`config.mk`:
```
export PLATFORM = sky130hd
export DESIGN_NAME = calc_key_entry_flat
export DESIGN_NICKNAME = d
export VERILOG_FILES = /design/src/rtl/calc_key_entry_if.sv /design/src/rtl/calc_key_entry.sv /design/src/flat_wrapper.sv
export SDC_FILE = /design/constraint.sdc
export NUM_CORES = 1
export LEC_CHECK = 0
export BUFFER_PORTS_ARGS = -buffer_cell sky130_fd_sc_hd__buf_2
export CELL_PAD_IN_SITES_DETAIL_PLACEMENT = 1
export CELL_PAD_IN_SITES_GLOBAL_PLACEMENT = 1
export CORE_MARGIN = 2
export CORE_UTILIZATION = 40
export CTS_BUF_LIST = sky130_fd_sc_hd__clkbuf_4 sky130_fd_sc_hd__clkbuf_8
export CTS_CLUSTER_DIAMETER = 40
export CTS_CLUSTER_SIZE = 16
export DETAILED_ROUTE_END_ITERATION = 10
export PLACE_DENSITY_LB_ADDON = 0.15
export SYNTH_ARGS = -nofsm -noshare
export SYNTH_HDL_FRONTEND = slang
export SYNTH_SLANG_ARGS = --single-unit
export TNS_END_PERCENT = 50
```
`constraint.sdc`:
```
create_clock -name clk -period 4.6 [get_ports clk]
set_input_delay 1.15 -clock clk [delete_from_list [all_inputs] [get_ports clk]]
set_output_delay 1.15 -clock clk [all_outputs]
set_load 0.05 [all_outputs]
```
`src/rtl/calc_key_entry_if.sv`:
```
// Keypad-side and operand-side signals of the calculator key-entry block.
// master = key source / downstream observer, slave = calc_key_entry.
interface calc_key_entry_if;
  logic        key_valid;
  logic [3:0]  key_code;
  logic        num1_en;
  logic        num2_en;
  logic [15:0] operand_a;
  logic [15:0] operand_b;
  logic [2:0]  digit_count;
  logic [1:0]  op_code;
  logic        op_valid;
  logic        equal_valid;
  logic        overflow;
  logic [1:0]  state_dbg;

  modport master (
    output key_valid, key_code, num1_en, num2_en,
    input  operand_a, operand_b, digit_count, op_code,
           op_valid, equal_valid, overflow, state_dbg
  );

  modport slave (
    input  key_valid, key_code, num1_en, num2_en,
    output operand_a, operand_b, digit_count, op_code,
           op_valid, equal_valid, overflow, state_dbg
  );
endinterface

```
`src/rtl/calc_key_entry.sv`:
```
// Calculator key-entry sequencer: collects a BCD first operand, an operation,
// a BCD second operand and '=', then hands both operands to a downstream ALU.
module calc_key_entry (
  input  logic               clk,
  input  logic               reset,
  calc_key_entry_if.slave    kif
);

  typedef enum logic [1:0] {
    ENTRY_A = 2'd0,
    OP_SENT = 2'd1,
    ENTRY_B = 2'd2,
    EQ_SENT = 2'd3
  } state_t;

  localparam logic [3:0] KEY_ADD = 4'hA;
  localparam logic [3:0] KEY_SUB = 4'hB;
  localparam logic [3:0] KEY_EQ  = 4'hC;
  localparam logic [3:0] KEY_CLR = 4'hD;

  localparam logic [1:0] OP_NONE = 2'd0;
  localparam logic [1:0] OP_ADD  = 2'd1;
  localparam logic [1:0] OP_SUB  = 2'd2;
  localparam logic [1:0] OP_EQ   = 2'd3;

  state_t      state_q, state_d;
  logic [15:0] operand_a_q, operand_a_d;
  logic [15:0] operand_b_q, operand_b_d;
  logic [2:0]  digit_count_q, digit_count_d;
  logic [1:0]  op_code_q, op_code_d;
  logic        op_valid_q, op_valid_d;
  logic        equal_valid_q, equal_valid_d;
  logic        overflow_q, overflow_d;

  logic key_digit;
  logic key_full;
  assign key_digit = (kif.key_code <= 4'd9);
  assign key_full  = (digit_count_q == 3'd4);

  // Next-state and register-update logic; pulses default low so they last one cycle.
  always_comb begin
    state_d       = state_q;
    operand_a_d   = operand_a_q;
    operand_b_d   = operand_b_q;
    digit_count_d = digit_count_q;
    op_code_d     = op_code_q;
    op_valid_d    = 1'b0;
    equal_valid_d = 1'b0;
    overflow_d    = overflow_q;

    if (kif.key_valid && kif.key_code == KEY_CLR) begin
      // Clear beats everything, including a concurrent num1_en/num2_en.
      state_d       = ENTRY_A;
      operand_a_d   = '0;
      operand_b_d   = '0;
      digit_count_d = '0;
      op_code_d     = OP_NONE;
      overflow_d    = 1'b0;
    end else begin
      unique case (state_q)
        ENTRY_A: begin
          if (kif.key_valid) begin
            if (key_digit) begin
              if (key_full) begin
                overflow_d = 1'b1;
              end else begin
                operand_a_d   = {operand_a_q[11:0], kif.key_code};
                digit_count_d = digit_count_q + 3'd1;
              end
            end else if ((kif.key_code == KEY_ADD || kif.key_code == KEY_SUB) &&
                         digit_count_q != 3'd0) begin
              op_code_d  = (kif.key_code == KEY_ADD) ? OP_ADD : OP_SUB;
              op_valid_d = 1'b1;
              state_d    = OP_SENT;
            end
          end
        end
        OP_SENT: begin
          // Keys are dropped here; only the downstream grant moves us on.
          if (kif.num2_en) begin
            state_d       = ENTRY_B;
            operand_b_d   = '0;
            digit_count_d = '0;
            overflow_d    = 1'b0;
          end
        end
        ENTRY_B: begin
          if (kif.key_valid) begin
            if (key_digit) begin
              if (key_full) begin
                overflow_d = 1'b1;
              end else begin
                operand_b_d   = {operand_b_q[11:0], kif.key_code};
                digit_count_d = digit_count_q + 3'd1;
              end
            end else if (kif.key_code == KEY_EQ && digit_count_q != 3'd0) begin
              op_code_d     = OP_EQ;
              op_valid_d    = 1'b1;
              equal_valid_d = 1'b1;
              state_d       = EQ_SENT;
            end
          end
        end
        EQ_SENT: begin
          // Operands stay frozen for the ALU until it asks for a new first operand.
          if (kif.num1_en) begin
            state_d       = ENTRY_A;
            operand_a_d   = '0;
            operand_b_d   = '0;
            digit_count_d = '0;
            op_code_d     = OP_NONE;
            overflow_d    = 1'b0;
          end
        end
        default: state_d = ENTRY_A;
      endcase
    end
  end

  // State and datapath registers with synchronous active-high reset.
  always_ff @(posedge clk) begin
    if (reset) begin
      state_q       <= ENTRY_A;
      operand_a_q   <= '0;
      operand_b_q   <= '0;
      digit_count_q <= '0;
      op_code_q     <= OP_NONE;
      op_valid_q    <= 1'b0;
      equal_valid_q <= 1'b0;
      overflow_q    <= 1'b0;
    end else begin
      state_q       <= state_d;
      operand_a_q   <= operand_a_d;
      operand_b_q   <= operand_b_d;
      digit_count_q <= digit_count_d;
      op_code_q     <= op_code_d;
      op_valid_q    <= op_valid_d;
      equal_valid_q <= equal_valid_d;
      overflow_q    <= overflow_d;
    end
  end

  assign kif.operand_a   = operand_a_q;
  assign kif.operand_b   = operand_b_q;
  assign kif.digit_count = digit_count_q;
  assign kif.op_code     = op_code_q;
  assign kif.op_valid    = op_valid_q;
  assign kif.equal_valid = equal_valid_q;
  assign kif.overflow    = overflow_q;
  assign kif.state_dbg   = state_q;

endmodule
```
`src/flat_wrapper.sv`:
```
// flat-port wrapper written by rule: the top's interface ports become plain ports
module calc_key_entry_flat 
  (clk, reset, kif_key_valid, kif_key_code, kif_num1_en, kif_num2_en, kif_operand_a, kif_operand_b, kif_digit_count, kif_op_code, kif_op_valid, kif_equal_valid, kif_overflow, kif_state_dbg);
  calc_key_entry_if kif_i ();
  input  logic clk;
  input  logic reset;
  input wire logic [$bits(kif_i.key_valid)-1:0] kif_key_valid;
  input wire logic [$bits(kif_i.key_code)-1:0] kif_key_code;
  input wire logic [$bits(kif_i.num1_en)-1:0] kif_num1_en;
  input wire logic [$bits(kif_i.num2_en)-1:0] kif_num2_en;
  output wire logic [$bits(kif_i.operand_a)-1:0] kif_operand_a;
  output wire logic [$bits(kif_i.operand_b)-1:0] kif_operand_b;
  output wire logic [$bits(kif_i.digit_count)-1:0] kif_digit_count;
  output wire logic [$bits(kif_i.op_code)-1:0] kif_op_code;
  output wire logic [$bits(kif_i.op_valid)-1:0] kif_op_valid;
  output wire logic [$bits(kif_i.equal_valid)-1:0] kif_equal_valid;
  output wire logic [$bits(kif_i.overflow)-1:0] kif_overflow;
  output wire logic [$bits(kif_i.state_dbg)-1:0] kif_state_dbg;
  assign kif_i.key_valid = kif_key_valid;
  assign kif_i.key_code = kif_key_code;
  assign kif_i.num1_en = kif_num1_en;
  assign kif_i.num2_en = kif_num2_en;
  assign kif_operand_a = kif_i.operand_a;
  assign kif_operand_b = kif_i.operand_b;
  assign kif_digit_count = kif_i.digit_count;
  assign kif_op_code = kif_i.op_code;
  assign kif_op_valid = kif_i.op_valid;
  assign kif_equal_valid = kif_i.equal_valid;
  assign kif_overflow = kif_i.overflow;
  assign kif_state_dbg = kif_i.state_dbg;
  calc_key_entry u_core (.clk(clk), .reset(reset), .kif(kif_i));
endmodule
```
# After elaboration in Yosys (flattened, before gate mapping)
# Index checks and enable logic that the tools add are counted.
[totals] input_bits=9 out_inout_bits=42 ff_bits=42
[classes] addsub=1 n_mux=43 eq_ne=24 magnitude_cmp=1 n_bitwise=1 n_reduce_logical=18
[op_table] operator="16-bit two-way mux" n=8
[op_table] operator="16-bit one-hot mux with 3 select lines" n=1
[op_table] operator="16-bit one-hot mux with 2 select lines" n=1
[op_table] operator="2-bit two-way mux" n=12
[op_table] operator="2-bit inequality test, second input constant" n=9
[op_table] operator="4-bit == test, second input constant" n=4
[op_table] operator="8-bit AND reduction" n=2
[op_table] operator="3-bit two-way mux" n=5
[op_table] operator="5-bit AND reduction" n=3
[op_table] operator="2-bit by 1-bit inequality test with 1-bit output, second input constant" n=7
[op_table] operator="1-bit two-way mux" n=11
[op_table] operator="3-bit one-hot mux with 3 select lines" n=1
[op_table] operator="3-bit nonzero test" n=3
[op_table] operator="2-bit one-hot mux with 4 select lines" n=1
[op_table] operator="2-bit one-hot mux with 3 select lines" n=1
[op_table] operator="6-bit AND reduction" n=1
[op_table] operator="2-bit == test, second input constant" n=2
[op_table] operator="4-bit <= comparator, second input constant" n=1
[op_table] operator="2-bit OR reduction" n=2
[op_table] operator="3-bit by 1-bit adder with 3-bit output, second input constant" n=1
[op_table] operator="3-bit == test, second input constant" n=1
[op_table] operator="1-bit logical AND" n=3
[op_table] operator="1-bit one-hot mux with 3 select lines" n=1
[op_table] operator="3-bit OR reduction" n=1
[op_table] operator="other kinds (6)" n=6

# Depth between registers and ports, before layout
[logic_depth] ltp_word=7 ltp_mapped=8 ltp_nobuf=6

# Least setup slack after synthesis
# Ideal clock, no wire load.
[synth_path] path_type="input -> register" startpoint="input kif_num1_en" endpoint="register u_core.operand_b_q[0], in the netlist u_core.kif.operand_b[0]" slack_ps=2259 n_path_buf=2 arrival_time_ps=2209 stages=6 cell_sequence="and2b_4 -> or3_1 -> clkbuf_1 -> clkbuf_1 -> o21ai_0 -> a21oi_1"
[synth_via] elab_chain_len=2
[synth_lines] item="start, declared" line="flat_wrapper.sv:9" rtl="input wire logic [$bits(kif_i.num1_en)-1:0] kif_num1_en;"
[synth_lines] item="2-bit inequality test (no source line)"
[synth_lines] item="6-bit AND reduction (no source line)"
[synth_lines] item="end signal, assigned" line="calc_key_entry.sv:134" rtl="operand_b_q <= operand_b_d;"
[synth_lines] item="end, declared" line="calc_key_entry.sv:28" rtl="logic [15:0] operand_b_q, operand_b_d;"
# Every way passes these cells.
# A chain may end at the register's enable or synchronous reset.

# Worst setup path in the final report
[layout_path] startpoint="input kif_key_code[2]" endpoint="register u_core.operand_a_q[1], in the netlist u_core.kif.operand_a[1]"
[layout_via] elab_chain_len=3 word_cells_on_any_way=6
[layout_lines] item="start, declared" line="flat_wrapper.sv:8" rtl="input wire logic [$bits(kif_i.key_code)-1:0] kif_key_code;"
[layout_lines] item="4-bit <= comparator / 4-bit == test (equally long branches)" line="calc_key_entry.sv:37, calc_key_entry.sv:51"
[layout_lines] item="2-bit by 1-bit inequality test with 1-bit output (no source line) / 1-bit logical AND (equally long branches)"
[layout_lines] item="5-bit AND reduction (no source line) / 2-bit OR reduction (equally long branches)"
[layout_lines] item="end signal, assigned" line="calc_key_entry.sv:133" rtl="operand_a_q <= operand_a_d;"
[layout_lines] item="end, declared" line="calc_key_entry.sv:27" rtl="logic [15:0] operand_a_q, operand_a_d;"
# Several ways; a longest one is shown, not always the timed one.

==> results <==
- The flow ran to the end, and the final reports show no timing, DRC or antenna violations.
- The data arrival time at the worst-slack endpoint is 2.58 ns.
- The maximum VDD drop is between 0.0002 and 0.00025 V.
- Entering global routing, the biggest net connects 25 pins.
- In the post-synthesis netlist, the biggest area contributors are sky130_fd_sc_hd__dfxtp_1, sky130_fd_sc_hd__o21ai_0, sky130_fd_sc_hd__nand2_1, sky130_fd_sc_hd__a21oi_1, sky130_fd_sc_hd__ha_1.
- The fraction of synthesized cell area taken by the top area cell type is 43.50%.
- The netlist area before placement is 1933 sq um.
- The number of max-capacitance violations reported is 0.
- The count of final max-slew check failures is 0.
- The count of synthesis-stage warnings from yosys is 0.
- The count of input and output buffers is 50.
- The detail route stage leaves a number of antenna-violating nets equal to 0.
- Summed over all nets, the half-perimeter wirelength after detailed placement is 3296 um.
- For this design, the sink count on the clock tree is 42.
- The overall global routing resource usage is 18.01%.
- The switching share of total power is 35.75%.
- The required time at the endpoint of the critical path is 4.75 ns.
- The number of antenna violations at the first check in global routing is 0.
- Hold repair after CTS inserted 0 buffers.
- The register bit total from synthesis is 42.
- Of the cells placed in the final design, the portion with a size suffix greater than 1 is 29.02%.
- The final wirelength is between 4000 and 5000 um.
- After layout, the worst path uses 52.99% of the clock period.
- The clock root buffer master is sky130_fd_sc_hd__clkbuf_8.
- The final weighted congestion of routability-driven global placement is 0.7035.
- Setup repair after global routing left no endpoint under its margin.
- The die outline height is between 70 and 80 um.
- The total via count in the routed design is 1721.
- In the synthesized netlist, the cells that appear most often are sky130_fd_sc_hd__dfxtp_1, sky130_fd_sc_hd__nand2_1, sky130_fd_sc_hd__o21ai_0.
- The setup clock skew after layout is around 0.012 ns.
- Clock latency on the worst-skew pair, taken at its later pin, is 0.30 ns.
- The start point of the worst min-delay path is u_core.kif.op_code[1].
- The first detailed-routing pass ran for 4 iterations.
- The start-to-end type of the worst setup path is input port to register.
- For this run the aggregate overflow at the end of global routing stands at 0.
- Cell internal power was estimated by the tool at between 0.0005 and 0.0006 W.
- The total of endpoints with negative setup slack in the final report is 0.
- The starting utilization of the core area is between 40% and 50%.
- The fraction of synthesis flops using an asynchronous set or reset pin is 0%.
- During I/O placement, the number of pins put on the boundary was 51.
- For this design the ratio of total power to cell area is between 300 and 400 nW/um^2.
- The number of distinct standard cells referenced by the synthesized netlist is 44.
- Clock tree synthesis inserted a total of 5 buffers.
- The total nets after synthesis is about 230.
- The sequential power share is 46.5%.
- In the synthesized netlist the dominant register cell turns out to be sky130_fd_sc_hd__dfxtp_1.
- The core region is 4692 sq um.
- The CTS tree is built.
- Clock-pin slew was measured on the worst setup and hold paths at about 0.090 ns.
- STA classifies the critical path endpoint as a register.
- The proportion of synthesized chip area in sequential cells is 43.50%.
- The pin slew with the least headroom to its limit is 1.053 ns.
- The clock network accounts for a little over a quarter of the total power.
- The floorplan step defined a die boundary enclosing between 5000 and 6000 sq um.
- The first routing iteration left 96 violations.
- Adding up every negative setup slack in the final design gives 0 ns.
- The minimum period implied by the final worst setup slack is 2.438 ns.
- Combinational logic burns 26.4% of the power.
- The post-CTS repair timing setup buffer count is 0.
- Tracing the worst setup path back leads to its startpoint at kif_key_code[2].
- The mean cell area of the mapped netlist is slightly above 9 sq um.
- In this run the critical register-to-register path is launched from u_core.kif.state_dbg[0].
- sky130_fd_sc_hd__dfxtp_1 takes more of the synthesized area than any other cell.
- Dividing the detail-routed via count by the number of cells gives 5.570.
- 0 antenna diodes ended up in the layout.
- The worst setup path is launched from an input port.
- The H-tree generated during clock tree synthesis spans 2 levels.
- The maximum operating frequency is 410.2 MHz.
- The floorplan has 25 rows.
- In the final routed layout, each cell accounts on average for ~15 um.
- The via count of the first global-routing pass is between 1500 and 2000.
- Counting flops with a built-in enable in the synthesized netlist gives 0.
- The number of buffers on the longest clock path is 2.
- In this run the horizontal extent of the chip is 73.52 um.
- The first global-routing pass estimated 7721 um of wire.
- In this run the tightest slew margin relative to its limit is 29.50%.
- Once the clock tree was built, the resizer swapped 0 gates to a different size.
- The maximum net fanout on the critical path is 16.
- The post-route DRC violation count is 0.
- The final-report hold violation count was 0.
- For this design the static power due to leakage is around 0.92 nW.
- The most used standard cell by instance count after synthesis is sky130_fd_sc_hd__dfxtp_1.
- Compared with the post-synthesis result, the final layout area differs by 15.34%.
- The path class of the tightest hold or removal check is register to register.
- The net switching power of the design is 0.0003012 W.
- For this run, the post-layout net count is around 270.
- Total power for the finished layout comes to 0.0008426 W.
- The number of standard cells after synthesis is about 210.
[state kept, by name (all words and copies together), names as in the netlist]
signal,cells
u_core.kif.overflow,1
u_core.kif.digit_count,3
u_core.kif.op_valid,1
u_core.kif.op_code,2
u_core.kif.operand_a,16
u_core.kif.state_dbg,2
u_core.kif.operand_b,16
u_core.kif.equal_valid,1
[worst paths after layout]
path | end | slack [ns] | cells past startpoint
max | u_core.kif.operand_a[1] | 2.16 | 5
min | u_core.kif.op_code[1] | 0.47 | 2
max reg2reg | u_core.kif.operand_b[11] | 2.46 | 5
min reg2reg | u_core.kif.op_code[1] | 0.47 | 2
[cells by family after synthesis]
kind of cell	after synthesis	synth area share (%)
compound gates	69	24.40
flops	42	43.50
buf+inv	21	6.538
simple gates	70	19.48
mux	3	1.553
fa+ha+maj	7	4.531
[cells in the final DEF, fill, tap and decap left out, types with 2 or more instances in the layout]
master / instances
sky130_fd_sc_hd__a21oi_1: 20
sky130_fd_sc_hd__a31oi_1: 3
sky130_fd_sc_hd__a41oi_1: 2
sky130_fd_sc_hd__buf_2: 50
sky130_fd_sc_hd__clkbuf_8: 5
sky130_fd_sc_hd__clkinv_2: 2
sky130_fd_sc_hd__dfxtp_1: 42
sky130_fd_sc_hd__ha_1: 7
sky130_fd_sc_hd__inv_1: 7
sky130_fd_sc_hd__mux2i_1: 3
sky130_fd_sc_hd__nand2_1: 27
sky130_fd_sc_hd__nand3_1: 16
sky130_fd_sc_hd__nor2_1: 5
sky130_fd_sc_hd__nor3_1: 3
sky130_fd_sc_hd__o21ai_0: 21
sky130_fd_sc_hd__o22ai_1: 9
sky130_fd_sc_hd__o22ai_2: 6
sky130_fd_sc_hd__or3_1: 3
[power groups by stage]
stage	combinational (W)	clock (W)	sequential, W
global route	0.000243	0.000250	0.000395
detailed placement	0.000223	0	0.000400
global placement	0.000221	0	0.000400
CTS	0.000224	0.000232	0.000392
floorplan	0.000140	0	0.000448
finish	0.000222	0.000229	0.000391
[metrics by stage]
step / utilization (%) / hold slack (ns) / cell area (sq um) / setup WS [ns] / instances
floorplan: - / 0.6691 / 1933 / 2.259 / 212
global placement: 45.84 / 0.4468 / 2151 / 1.867 / 302
detailed placement: 45.84 / 0.4548 / 2151 / 1.850 / 302
CTS: 47.52 / 0.4682 / 2230 / 2.156 / 309
global route: 47.52 / 0.4813 / 2230 / 2.006 / 309
finish: 47.52 / 0.4671 / 2230 / 2.162 / 309
[layout make-up]
class                   instances  area (sq um)
clock buffers                   5         68.82
clock inverters                 2         10.01
fillers                       594          2462
inverters                       7         26.28
multi-input cells             149         965.9
flip-flops and latches         42         840.8
well taps                      54         67.56
repair buffers                 50         250.2
[critical path, stage by stage]
cell and delay (ns):
sky130_fd_sc_hd__buf_2 0.14, sky130_fd_sc_hd__o21ai_4 0.22, sky130_fd_sc_hd__nand3_2 0.14, sky130_fd_sc_hd__a211oi_4 0.72, sky130_fd_sc_hd__o32ai_1 0.20
[routing by layer]
metal / track usage, % / up-vias / share of wire [%]
li1: - / 846 / -
met1: 24.96 / 835 / 49
met2: 28.77 / 35 / 46
met3: 3.704 / 5 / 4.1
met4: 4.242 / 0 / 0.88
met5: 0 / - / 0
(Power assumes the default switching activity.)
